==> config.mk <==
export PLATFORM = sky130hd
export DESIGN_NAME = cpu_state_sequencer
export DESIGN_NICKNAME = d
export VERILOG_FILES = /design/src/rtl/codes.sv /design/src/rtl/cpu_state_sequencer.sv
export SDC_FILE = /design/constraint.sdc
export NUM_CORES = 1
export LEC_CHECK = 0
export CAP_MARGIN = 20
export CORE_MARGIN = 1
export CORE_UTILIZATION = 35
export CTS_BUF_LIST = sky130_fd_sc_hd__clkbuf_4 sky130_fd_sc_hd__clkbuf_8 sky130_fd_sc_hd__clkbuf_16
export DETAILED_ROUTE_END_ITERATION = 12
export GPL_ROUTABILITY_DRIVEN = 0
export PLACE_DENSITY = 0.81
export SLEW_MARGIN = 20
export SYNTH_ARGS = -nofsm -noshare
export SYNTH_HDL_FRONTEND = slang
export SYNTH_SLANG_ARGS = --single-unit
==> constraint.sdc <==
create_clock -name clk_i -period 2.3 [get_ports clk_i]
set_clock_uncertainty 0.05 [all_clocks]
set_input_delay 0.46 -clock clk_i [delete_from_list [all_inputs] [get_ports clk_i]]
set_output_delay 0.46 -clock clk_i [all_outputs]
set_load 0.02 [all_outputs]
==> src/rtl/codes.sv <==
// Shared encodings for the control path: sequencer state as seen by the decoder.
// Combinational constants only. No latency.
// No flow control.
package codes;

    typedef logic [1:0] state_t;

    localparam state_t FETCH = 2'd0;
    localparam state_t EXEC1 = 2'd1;
    localparam state_t EXEC2 = 2'd2;
    localparam state_t HALT  = 2'd3;

endpackage

==> src/rtl/cpu_state_sequencer.sv <==
// Multicycle instruction sequencer: FETCH -> EXEC1 -> EXEC2 -> FETCH/HALT, plus watchdog.
// Latency: 3 cycles per instruction with no waits; state_o is registered, advance_o is combinational.
// Backpressure: mem_waitrequest_i (when an access is active) and stall_i hold the current state.
//
// Ports:
//   clk_i, rst_ni         clock (rising edge), asynchronous active-low reset
//   mem_waitrequest_i     memory bus has not accepted the current access
//   mem_access_i          decoder requests a RAM read/write in the current state
//   stall_i               mult/div unit busy
//   pc_next_i             next PC; zero at the end of EXEC2 means halt
//   state_o               current state (codes::state_t)
//   advance_o             state changes at the next edge; qualifies datapath writes
//   active_o              state_o != HALT
//   fault_o               sticky watchdog fault
//   instr_count_o         retired instructions (perf counters only)
//   cycle_count_o         active cycles (perf counters only)
//
// Optional feature: define SEQUENCER_PERF_COUNTERS_EN to build the two 32-bit
// counters; otherwise both count ports are tied to zero.
// TIMEOUT_W must satisfy 2**TIMEOUT_W > WAIT_TIMEOUT.

module cpu_state_sequencer
    import codes::*;
#(
    parameter int WAIT_TIMEOUT = 1023,
    parameter int TIMEOUT_W    = 10
) (
    input  logic        clk_i,
    input  logic        rst_ni,
    input  logic        mem_waitrequest_i,
    input  logic        mem_access_i,
    input  logic        stall_i,
    input  logic [31:0] pc_next_i,
    output state_t      state_o,
    output logic        advance_o,
    output logic        active_o,
    output logic        fault_o,
    output logic [31:0] instr_count_o,
    output logic [31:0] cycle_count_o
);

    localparam logic [TIMEOUT_W-1:0] C_TIMEOUT = TIMEOUT_W'(WAIT_TIMEOUT);

    state_t                 r_state;
    logic [TIMEOUT_W-1:0]   r_hold_cnt;
    logic                   r_fault;

    logic                   w_hold;
    logic                   w_timeout;
    logic                   w_advance;
    state_t                 w_next;

    // Hold conditions per state. EXEC1/EXEC2 only care about the bus when
    // they actually issued an access.
    always_comb begin
        w_hold = 1'b0;
        case (r_state)
            FETCH:   w_hold = mem_waitrequest_i;
            EXEC1:   w_hold = mem_access_i & mem_waitrequest_i;
            EXEC2:   w_hold = (mem_access_i & mem_waitrequest_i) | stall_i;
            default: w_hold = 1'b0;
        endcase
    end

    // Watchdog fires on the cycle the counter has already reached the limit
    // and the state would be held yet again.
    assign w_timeout = w_hold && (r_hold_cnt >= C_TIMEOUT);

    always_comb begin
        w_next = r_state;
        if (w_timeout) begin
            w_next = HALT;
        end else if (!w_hold) begin
            case (r_state)
                FETCH:   w_next = EXEC1;
                EXEC1:   w_next = EXEC2;
                EXEC2:   w_next = (pc_next_i == 32'h0) ? HALT : FETCH;
                default: w_next = HALT;
            endcase
        end
    end

    // Gated by reset so that an aborted instruction never emits a write strobe.
    assign w_advance = rst_ni & (w_next != r_state);

    always_ff @(posedge clk_i or negedge rst_ni) begin
        if (!rst_ni) begin
            r_state    <= FETCH;
            r_hold_cnt <= '0;
            r_fault    <= 1'b0;
        end else begin
            r_state <= w_next;
            if (w_advance) begin
                r_hold_cnt <= '0;
            end else if (w_hold && (r_hold_cnt != '1)) begin
                r_hold_cnt <= r_hold_cnt + TIMEOUT_W'(1);
            end
            if (w_timeout) begin
                r_fault <= 1'b1;
            end
        end
    end

    assign state_o   = r_state;
    assign advance_o = w_advance;
    assign active_o  = (r_state != HALT);
    assign fault_o   = r_fault;

`ifdef SEQUENCER_PERF_COUNTERS_EN
    logic [31:0] r_instr_count;
    logic [31:0] r_cycle_count;
    logic        w_retire;

    // A watchdog exit from EXEC2 is an abort, not a retirement.
    assign w_retire = w_advance && (r_state == EXEC2) && !w_timeout;

    always_ff @(posedge clk_i or negedge rst_ni) begin
        if (!rst_ni) begin
            r_instr_count <= '0;
            r_cycle_count <= '0;
        end else begin
            if (w_retire) begin
                r_instr_count <= r_instr_count + 32'd1;
            end
            if (r_state != HALT) begin
                r_cycle_count <= r_cycle_count + 32'd1;
            end
        end
    end

    assign instr_count_o = r_instr_count;
    assign cycle_count_o = r_cycle_count;
`else
    assign instr_count_o = 32'd0;
    assign cycle_count_o = 32'd0;
`endif

endmodule

Word level (Yosys, flattened, before mapping)

Cells that the tools add are included.

$add $sub $neg: 1
Magnitude comparators: 1
Equal/unequal tests: 5
Mux-type cells: 7
Bitwise operators: 3
Reduce and logical (&&, ||, !) cells: 5

Operators by type and width:

| cell                                                       | number |
|---|---|
| zero test 32 bit                                           | 1 |
| 2-to-1 mux 10 bit                                          | 2 |
| adder 10 x 1 -> 10 bit (second input constant)             | 1 |
| greater-or-equal comparator 10 bit (second input constant) | 1 |
| != test 10 bit (second input constant)                     | 1 |
| 2-to-1 mux 2 bit                                           | 3 |
| one-hot mux 2 bit (3 select lines)                         | 1 |
| one-hot mux 1 bit (3 select lines)                         | 1 |
| bitwise AND 1 bit                                          | 2 |
| equality test 2 x 1 -> 1 bit (second input constant)       | 1 |
| equality test 2 bit (second input constant)                | 1 |
| logical AND 1 bit                                          | 2 |
| zero test 2 bit                                            | 1 |
| != test 2 bit                                              | 1 |
| != test 2 bit (second input constant)                      | 1 |
| nonzero test 2 bit                                         | 1 |
| OR 1 bit                                                   | 1 |

Register bits after elaboration: 13
Bits of input ports: 37
Output and inout port bits: 69
Word-level logic and storage cells: 25

Logic depth before layout (Yosys ltp)

Gate-level depths: netlist of the first run.

Depth after elaboration: 8
Depth in mapped cells: 7
Depth with buffers taken out: 6

Least setup slack after synthesis of the first run

OpenSTA, ideal clock, no wires.

Path kind: register to output
From: reg r_state[0] (netlist: state_o[0])
To: out advance_o
Arrival time: 1.738 ns
Data required time: 1.790 ns
Path slack: 0.052 ns
Stages on the path, launching flop included: 7
Buffers on the path: 1
Cells stage by stage: dfrtp_1 > buf_6 > o21ba_1 > o21ai_2 > nor4_1 > o311a_1 > or2_1

Word-level cells in the longest chain between the ends: 6
Elaborated cells on any way between the ends: 10
Those cells by class: 3 x eq/ne; 4 x mux; 1 x bitwise; 2 x reduce/logical

Ends and longest elaborated chain:

| element                                                                                  | RTL line                                             | source |
|---|---|---|
| start: declaration                                                                       | cpu_state_sequencer.sv:44                            | `state_t r_state;` |
| start signal: assignment                                                                 | cpu_state_sequencer.sv:92                            | `r_state <= w_next;` |
| equality test 2 bit, or another cell as far along                                        | cpu_state_sequencer.sv:57, cpu_state_sequencer.sv:74 |  |
| one-hot mux 2 bit (3 select lines) or one-hot mux 1 bit (3 select lines) (tied branches) | cpu_state_sequencer.sv:74, cpu_state_sequencer.sv:57 |  |
| 2-to-1 mux 2 bit or logical AND 1 bit (tied branches)                                    | cpu_state_sequencer.sv:73, cpu_state_sequencer.sv:67 |  |
| 2-to-1 mux 2 bit                                                                         | cpu_state_sequencer.sv:71                            | `if (w_timeout) begin` |
| != test 2 bit (*)                                                                        | cpu_state_sequencer.sv:84                            | `assign w_advance = rst_ni & (w_next != r_state);` |
| bitwise AND 1 bit (*)                                                                    | cpu_state_sequencer.sv:84                            |  |
| end: declaration                                                                         | cpu_state_sequencer.sv:35                            | `output logic advance_o,` |

Every way passes the cells marked *; elsewhere a longest branch is shown, timed or not.

Final worst setup path of the first run

From: in pc_next_i[11]
To: out advance_o

Word-level cells in the longest chain between the ends: 7

Ends and longest elaborated chain:

| element                            | RTL line                  | source |
|---|---|---|
| start: declaration                 | cpu_state_sequencer.sv:33 | `input logic [31:0] pc_next_i,` |
| zero test 32 bit                   | cpu_state_sequencer.sv:77 | `EXEC2: w_next = (pc_next_i == 32'h0) ? HALT : FETCH;` |
| 2-to-1 mux 2 bit                   | cpu_state_sequencer.sv:77 |  |
| one-hot mux 2 bit (3 select lines) | cpu_state_sequencer.sv:74 | `case (r_state)` |
| 2-to-1 mux 2 bit                   | cpu_state_sequencer.sv:73 | `end else if (!w_hold) begin` |
| 2-to-1 mux 2 bit                   | cpu_state_sequencer.sv:71 |  |
| != test 2 bit                      | cpu_state_sequencer.sv:84 |  |
| bitwise AND 1 bit                  | cpu_state_sequencer.sv:84 |  |

Every way passes these cells.

==> results of run 1 <==
## per-layer routing
| metal | track usage | vias to the layer above |
|---|---|---|
| met5 | 0 | - |
| met2 | 0.319 | 65 |
| met3 | 0.0137 | 15 |
| met4 | 0.133 | 0 |
| met1 | 0.188 | 635 |
| li1 | - | 603 |
## state kept, by name (all words and copies together) (netlist names)
name	count
r_hold_cnt	10
fault_o	1
state_o	2
## cell type report
class,instances,area (um^2)
fill,348,1890
tap,50,62.6
sequential,13,327
inverter,5,18.8
multi-input combinational,141,981
timing repair buffer,83,704
clock buffer,4,48.8
## how the worst max path moves through the flow
stage | startpoint | endpoint | slack, ps
5_1_grt | pc_next_i[22] | advance_o | -310
2_1_floorplan | state_o[0]$_DFF_PN0_ | advance_o | 50
6_report | pc_next_i[11] | advance_o | -240
3_5_place_dp | pc_next_i[0] | advance_o | -800
3_3_place_gp | pc_next_i[0] | advance_o | -770
4_1_cts | state_o[0]$_DFF_PN0_ | advance_o | -110
## report_power, final
part,switching (mW),internal (mW)
sequential,0.0489,0.275
combinational,0.495,0.416
clock,0.0908,0.135
total,0.635,0.826
## cell usage in the layout, fill, tap and decap left out, types with 2 or more instances in the layout
master / instances
conb_1: 64
buf_4: 39
dlygate4sd2_1: 15
clkdlybuf4s15_1: 14
dfrtp_1: 12
nor4_2: 11
nor3_2: 11
xnor2_1: 6
inv_1: 5
nand3_1: 5
clkdlybuf4s50_1: 5
nand4_1: 4
nor2_1: 4
clkbuf_2: 4
buf_6: 4
nand2_1: 3
mux2i_1: 3
clkbuf_8: 3
nand3_2: 2
nor3_4: 2
nor4b_2: 2
xor2_1: 2
dlymetal6s2s_1: 2
## stage by stage
| stage | worst slack (ps) | hold WS (ps) | cell area [um^2] |
|---|---|---|---|
| 2_1_floorplan | 52.3 | 114 | 1710 |
| 3_3_place_gp | -774 | 415 | 1880 |
| 6_report | -238 | 430 | 2140 |
| 5_1_grt | -306 | 462 | 2140 |
| 4_1_cts | -112 | 436 | 2050 |
| 3_5_place_dp | -799 | 412 | 1880 |
## cell families after synthesis
group                      Yosys count  share of synthesized area
buffers and inverters               72                      0.359
and+or+nand+nor                     54                      0.276
DFF                                 13                      0.221
AOI/OAI and AO/OA                   11                     0.0647
xor gates and xnor gates             8                     0.0477
muxes                                3                     0.0204
adders and majority gates            1                    0.00852
other                                1                    0.00255
## worst max-delay path: cells and delay by family
kind            cells  cell delay (ps)
simple gates        4             1010
buf+inv             2              310
compound gates      1              250
## timing repair
item	CTS	global route
hold endpoints to repair	0	0
buffers inserted	11	6
endpoints found under the setup margin	1	3
cloned	0	0
resized for setup	54	35
pin swaps	20	18
==> metrics.txt, run 1 <==
outcome complete, but fails checks; failing checks negative setup slack; Synth Cell Area around 1500 um^2; RSZ-0062 raised after global routing true; DRC errors left 0; endpoints failing hold 0; maxcap violations 0; Die Width roughly 67 um; ranking of synthesized cells by area buf_4 (33%), dfrtp_1 (22%), nor3_2 (6.8%); clk sink count 13; biggest area consumer among synthesized cells buf_4; worst setup margin -238 ps; Pins Over Slew Limit 0; Synth Instances approximately 160; CTS tree yes; hold path cells 1; Final min period around 2500 ps; Startpoint Class input port; largest net degree at the start of global routing 11; most numerous cell in the Yosys netlist buf_4; r2r startpoint state_o[0]$_DFF_PN0_; total core area ~4000 um^2; pwr dens slightly below 700 nW/um^2; Total Power roughly 1.5 mW; Core Rows 23; hold_buf cts 0; first-pass GRT wire length between 5000 and 6000 um; CP required approximately 1800 ps; vias in the first global route 1299; final net count roughly 290; Via-to-Cell Ratio between 4 and 5; die area 4460 um^2; Worst setup EP type output pin; cell count of the worst reg-to-reg path 13; Crit path largest cell delay between 300 and 400 ps; clock slew at reported path FFs ~60 ps; Initial Util 0.365; worst-path cell chain clkdlybuf4s15_1 > nor4_2 > nand4_1 > nor4_2 > o311a_1 > or2_1 > buf_6; Top FF cell, synth dfrtp_1; setup TNS -238 ps; PortBufs between 40 and 50; DR vias 1318; initial antenna violation count 0; remaining global-route overflow 0; IO Pins 106; clk buf depth 2; Avg WL per Cell 13.3 um; crit path max fanout 2; Clock Tree Root clkbuf_8; syn avg cell area ~9 um^2; Yosys top cell area share 0.327; count of different cell masters after synthesis 40; register area share after synthesis 0.221; yosys warns 0; critical path type input port to output pin; worst hold path startpoint fault_o$_DFFE_PN0P_; Routed WL 3940 um; clk_lat worst skew ~250 ps; H-tree depth 1; reg2reg setup slack 160 ps; final core utilization 0.532; 1st-pass router iterations 4; CTS Buf Count 3; synth-to-layout area growth 45.8%; Post-synth EDFFs 0; most used cell, CP nor4_2; Seq cells post-synth 13; Worst Hold End fault_o$_DFFE_PN0P_; 1st-iter DRT viols 79; most frequent cells after synthesis buf_4 (64), dfrtp_1 (13), nor3_2 (10); DRT met1 WL around 1300 um; reg-to-reg endpoint state_o[0]$_DFF_PN0_; final period utilization 1.10; maximum vdd drop 0.000294 V; Crit-path slowest cell nor4_2; share of cells above drive strength 1 0.374; DPL Wire Length ~2500 um; leak pwr 1.07 nW; Placed Cells roughly 280; asr flop ratio synth 1.00; gr usage total 0.177; diodes inserted 0; CP arrival between 2000 and 2500 ps; Antenna Nets Post-Route 0; uppermost layer routed met4; final std cells w/o fill a little under 300; Met3 Wirelength between 100 and 150 um; f_max roughly 390 MHz; wire length on met2 between 2000 and 2500 um; Die Span Y about 67 um; Setup violations, final 1; Min-Delay Path Class flop to flop
No activity file was read; power rests on OpenSTA's default activity.
==> inputs of run 2 (changes only) <==
- CORE_MARGIN: 1 -> unset
- PLACE_DENSITY: 0.81 -> unset
- PLACE_DENSITY_LB_ADDON: unset -> 0.05
- SLEW_MARGIN: 20 -> 25
==> metrics.txt, run 2 (synthesized netlist as in run 1, its figures left out) <==
outcome complete, but fails checks; failing checks negative setup slack; H-tree depth 1 (unchanged); Worst setup EP type output pin; Avg WL per Cell 11.8 um (-12%); final net count 288 (+1.1%); 1st-iter DRT viols 29 (-63%); maxcap violations 0 (unchanged); share of cells above drive strength 1 0.349 (-0.0246); worst setup margin -132 ps (+106 ps); Die Span Y 66.8 um (unchanged); DRC errors left 0 (unchanged); clk buf depth 2 (unchanged); Worst path top cell family by delay simple AND/OR/NAND/NOR gates; remaining global-route overflow 0 (unchanged); first-pass GRT wire length 5110 um (-12%); max FFs per register 10 (unchanged); die area 4460 um^2 (unchanged); commonest non-fill, non-tap cell in the layout conb_1; Setup violations, final 1 (unchanged); number of buffers and inverters on the critical path 1 (-1); clk_lat worst skew 260 ps (about the same); Pins Over Slew Limit 0 (unchanged); Most flops, register r_hold_cnt; CP required 1790 ps (about the same); leak pwr 1.06 nW (-0.21%); hold_buf cts 0 (unchanged); Clock Tree Root clkbuf_8; Antenna Nets Post-Route 0 (unchanged); DP Area 1910 um^2 (+1.6%); Min-Delay Path Class flop to flop; critical path type flop to output pin; vias in the first global route 1214 (-6.5%); DR vias 1270 (-3.6%); CTS tree yes; worst-path cell chain nand3b_1 > o21ai_4 > nor2_1 > o311a_1 > or2_1 > buf_6; Total Power 1.49 mW (+2.1%); GRT Max-Usage Layer met2; Crit-path slowest cell dfrtp_1; Final min period 2430 ps (-106 ps); register cell area after layout 327 um^2 (unchanged); Startpoint Class flop; initial antenna violation count 0 (unchanged); Core Rows 23 (unchanged); multi-input logic area 962 um^2 (-1.9%); Die Width 66.8 um (unchanged); DPL Wire Length 2870 um (+16%); CTS Buf Count 3 (unchanged); Routed WL 3520 um (-11%); CP arrival 1920 ps (-110 ps); largest net degree at the start of global routing 11 (unchanged); endpoints failing hold 0 (unchanged); final period utilization 1.06 (-0.0462); total core area 4030 um^2 (unchanged); reg2reg setup slack 190 ps (+30 ps); pwr dens 695 nW/um^2 (+1.9%); crit path max fanout 5 (+3); clk sink count 13 (unchanged); clock slew at reported path FFs 60 ps (about the same); most frequent cells in the layout conb_1 (64), buf_4 (44), dlygate4sd2_1 (23), dfrtp_1 (12), clkdlybuf4s15_1 (12); 1st-pass router iterations 4 (unchanged); Initial Util 0.365 (unchanged); fill count 377 (+8.3%); synth-to-layout area growth 46.1%; RSZ-0062 raised after global routing true; PortBufs 41 (unchanged); f_max 411 MHz (+4.4%); GR met3 Demand/Resource 0.0205 (+0.00685); diodes inserted 0 (unchanged); maximum vdd drop 0.000449 V (+53%); Global Route met1 Usage 0.155 (-0.0338); Via-to-Cell Ratio 4.25 (-4.6%); gr usage total 0.151 (-0.0257); Crit path largest cell delay 410 ps (+70 ps); Finished Cell Area 2150 um^2 (+0.18%); IO Pins 106 (unchanged); M2 GR Usage 0.302 (-0.0177)
[run 2: cell types whose count changed in the layout (fill, tap and decap cells not counted), moves of 2 or more]
cell | before | now
dlygate4sd2_1 | 15 | 23
buf_4 | 39 | 44
clkbuf_2 | 4 | 0
buf_6 | 4 | 2
clkdlybuf4s15_1 | 14 | 12
nand3_1 | 5 | 7
nand3_2 | 2 | 0
[run 2: area by class of cell]
cell class,instances,area share
Clock buffer,4,0.0227
Inverter,5,0.00875
Multi-Input combinational cell,141,0.448
Sequential cell,13,0.152
Tap cell,50,0.0292
Timing Repair Buffer,86,0.339
[run 2: report_power, final]
| part | switching (mW) | total (mW) | internal [mW] |
|---|---|---|---|
| Clock | 0.0928 | 0.228 | 0.135 |
| Sequential | 0.0508 | 0.326 | 0.275 |
| Combinational | 0.478 | 0.937 | 0.459 |
[run 2: metrics by stage]
step	hold WS (ps)	setup TNS (ps)	setup WS, ps	instances	util
floorplan	114	0	52.3	226	-
global placement	427	-1230	-781	281	0.474
detailed placement	431	-1620	-832	281	0.474
CTS	446	-165	-138	299	0.517
global route	451	-191	-191	299	0.533
finish	435	-132	-132	299	0.533
[run 2: worst paths after layout]
path                                      startpoint                        end  depth (start not counted)
worst max-delay path            state_o[0]$_DFF_PN0_                  advance_o                          6
worst min-delay path             fault_o$_DFFE_PN0P_        fault_o$_DFFE_PN0P_                          1
worst max register to register  state_o[0]$_DFF_PN0_  r_hold_cnt[6]$_DFFE_PN0P_                          8
worst min register to register   fault_o$_DFFE_PN0P_        fault_o$_DFFE_PN0P_                          1
max in group asynchronous                     rst_ni       state_o[1]$_DFF_PN0_                          2
min in group asynchronous                     rst_ni  r_hold_cnt[6]$_DFFE_PN0P_                          2
[run 2: routing by layer]
layer	vias to the layer above	wire, um
met3	3	296
li1	611	-
met2	63	1930
met1	593	1240
met5	-	0
met4	0	51
[run 2: timing repair]
action                                  in CTS  in global routing
endpoints found under the hold margin        0                  0
setup buffers                               14                  2
endpoints found under the setup margin       1                  4
pin swaps                                   20                 18
gates resized for setup                     55                 20
==> inputs of run 3 (changes only) <==
- CORE_UTILIZATION: 35 -> 63
- DONT_BUFFER_PORTS: unset -> 1
==> metrics.txt, run 3 (synthesized netlist as in run 1, its figures left out) <==
Routed WL 2500 um (-29%); Via-to-Cell Ratio 4.85 (+14%); CP required 1790 ps (about the same); number of buffers and inverters on the critical path 0 (-1); CP arrival 1880 ps (-40 ps); 1st-iter DRT viols 22 (-24%); pwr dens 828 nW/um^2 (+19%); 1st-pass router iterations 4 (unchanged); Core Rows 17 (-26%); Most flops, register r_hold_cnt; maximum vdd drop 0.000538 V (+20%); DPL Wire Length 1870 um (-35%); Die Span Y 50.3 um (-25%); Avg WL per Cell 11.8 um (about the same); endpoints failing hold 0 (unchanged); remaining global-route overflow 0 (unchanged); setup TNS -87.8 ps (+44.2 ps); Worst path top cell family by delay simple AND/OR/NAND/NOR gates; clk_lat worst skew 280 ps (+20 ps); fill count 191 (-49%); Pins Over Slew Limit 0 (unchanged); maxcap violations 0 (unchanged); first-pass GRT wire length 3800 um (-26%); leak pwr 0.715 nW (-33%); DR vias 1029 (-19%); Setup violations, final 1 (unchanged); crit path max fanout 5 (unchanged); clk sink count 13 (unchanged); final period utilization 1.04 (-0.0192); most frequent cells in the layout conb_1 (64), buf_4 (20), dfrtp_1 (13), nor3_2 (11), nor4_1 (9); f_max 419 MHz (+1.9%); Die Width 50.3 um (-25%); max_slew headroom 0.621; RSZ-0062 raised after global routing true; clock slew at reported path FFs 80 ps (+20 ps); synth-to-layout area growth 0.682%; CTS Buf Count 3 (unchanged); Final min period 2390 ps (-44.2 ps); final net count 223 (-23%); max FFs per register 10 (unchanged); initial antenna violation count 0 (unchanged); failing checks negative setup slack; DRC errors left 0 (unchanged); critical path type flop to output pin; worst-path cell chain nand3b_1 > o21ai_4 > nor2_1 > o311a_1 > or2_4; PortBufs 0 (-100%); Crit path largest cell delay 430 ps (+20 ps); largest net degree at the start of global routing 14 (+3); die area 2530 um^2 (-43%); Worst setup EP type output pin; Placed Cells 197 (-30%); Antenna Nets Post-Route 0 (unchanged); H-tree depth 1 (unchanged); diodes inserted 0 (unchanged); gr usage total 0.199 (+0.0480); IO Pins 106 (unchanged); clk buf depth 2 (unchanged); worst setup margin -87.8 ps (+44.2 ps); total core area 2210 um^2 (-45%); Min-Delay Path Class input port to flop; share of cells above drive strength 1 0.283 (-0.0668); final std cells w/o fill 212 (-29%); vias in the first global route 848 (-30%); worst slew pin tran 567 ps; outcome complete, but fails checks; Crit-path slowest cell dfrtp_1; Initial Util 0.664 (+0.299); Startpoint Class flop; Clock Tree Root clkbuf_4; CTS tree yes; commonest non-fill, non-tap cell in the layout conb_1
run 3: cell count changes in the layout (fill, tap and decap cells not counted), moves of 2 or more:
cell	change
buf_4	-24
buf_6	-2
clkbuf_4	+3
clkbuf_8	-3
clkdlybuf4s15_1	-12
clkdlybuf4s50_1	-4
dlygate4sd2_1	-23
nor4_1	+8
nor4_2	-8
run 3: metal layers:
layer / global-route usage / part of all wire / up-vias
met5: 0 / 0 / -
met4: 0.0286 / 0.0040 / 0
met3: 0.0545 / 0.066 / 2
met2: 0.316 / 0.50 / 58
met1: 0.274 / 0.43 / 484
li1: - / - / 485
run 3: worst register-to-register path, stage by stage, from the launching register on:
cell     delay, ps
dfrtp_1        430
or3b_1         430
o211a_4        170
buf_4          130
buf_4          150
nor3b_1        240
mux2i_1        290
nor3_2          50
run 3: metrics by stage:
stage	hold WS, ps	instance area, um^2	power, mW	util	setup WS, ps
floorplan	114	1710	0.878	-	52.3
global placement	115	1320	0.892	0.594	104
detailed placement	115	1320	0.910	0.594	68.7
CTS	517	1450	1.20	0.656	-82.6
global route	570	1480	1.31	0.669	-144
finish	532	1480	1.22	0.669	-87.8
run 3: area by class of cell:
cell class	instances	area (um^2)	share of cell area
Inverter	5	18.8	0.0127
Multi-Input combinational cell	141	910	0.615
Sequential cell	13	325	0.220
Clock buffer	4	30.0	0.0203
Timing Repair Buffer	21	160	0.108
Tap cell	28	35.0	0.0237
run 3: power by group:
group	switching, mW	internal (mW)	leakage, nW	total, mW
combinational	0.426	0.319	0.527	0.745
clock	0.0727	0.0791	0.0184	0.152
sequential	0.0545	0.273	0.169	0.327
total	0.553	0.671	0.715	1.22
run 3: final timing paths:
kind,depth (start not counted),to,slack [ps],start
min in group asynchronous,1,r_hold_cnt[4]$_DFFE_PN0P_,560,rst_ni
worst min-delay path,3,state_o[0]$_DFF_PN0_,530,mem_waitrequest_i
worst max register to register,7,r_hold_cnt[6]$_DFFE_PN0P_,250,state_o[1]$_DFF_PN0_
worst max-delay path,5,advance_o,-90,state_o[0]$_DFF_PN0_
max in group asynchronous,1,r_hold_cnt[6]$_DFFE_PN0P_,1270,rst_ni
worst min register to register,2,r_hold_cnt[8]$_DFFE_PN0P_,540,r_hold_cnt[8]$_DFFE_PN0P_
run 3: what timing repair did:
item	4_1_cts	5_1_grt
buffers inserted	9	1
gates resized for setup	6	3
endpoints found under the hold margin	13	0
hold buffers	1	0
endpoints found under the setup margin	1	1
pin swaps	3	1
gates cloned	0	0
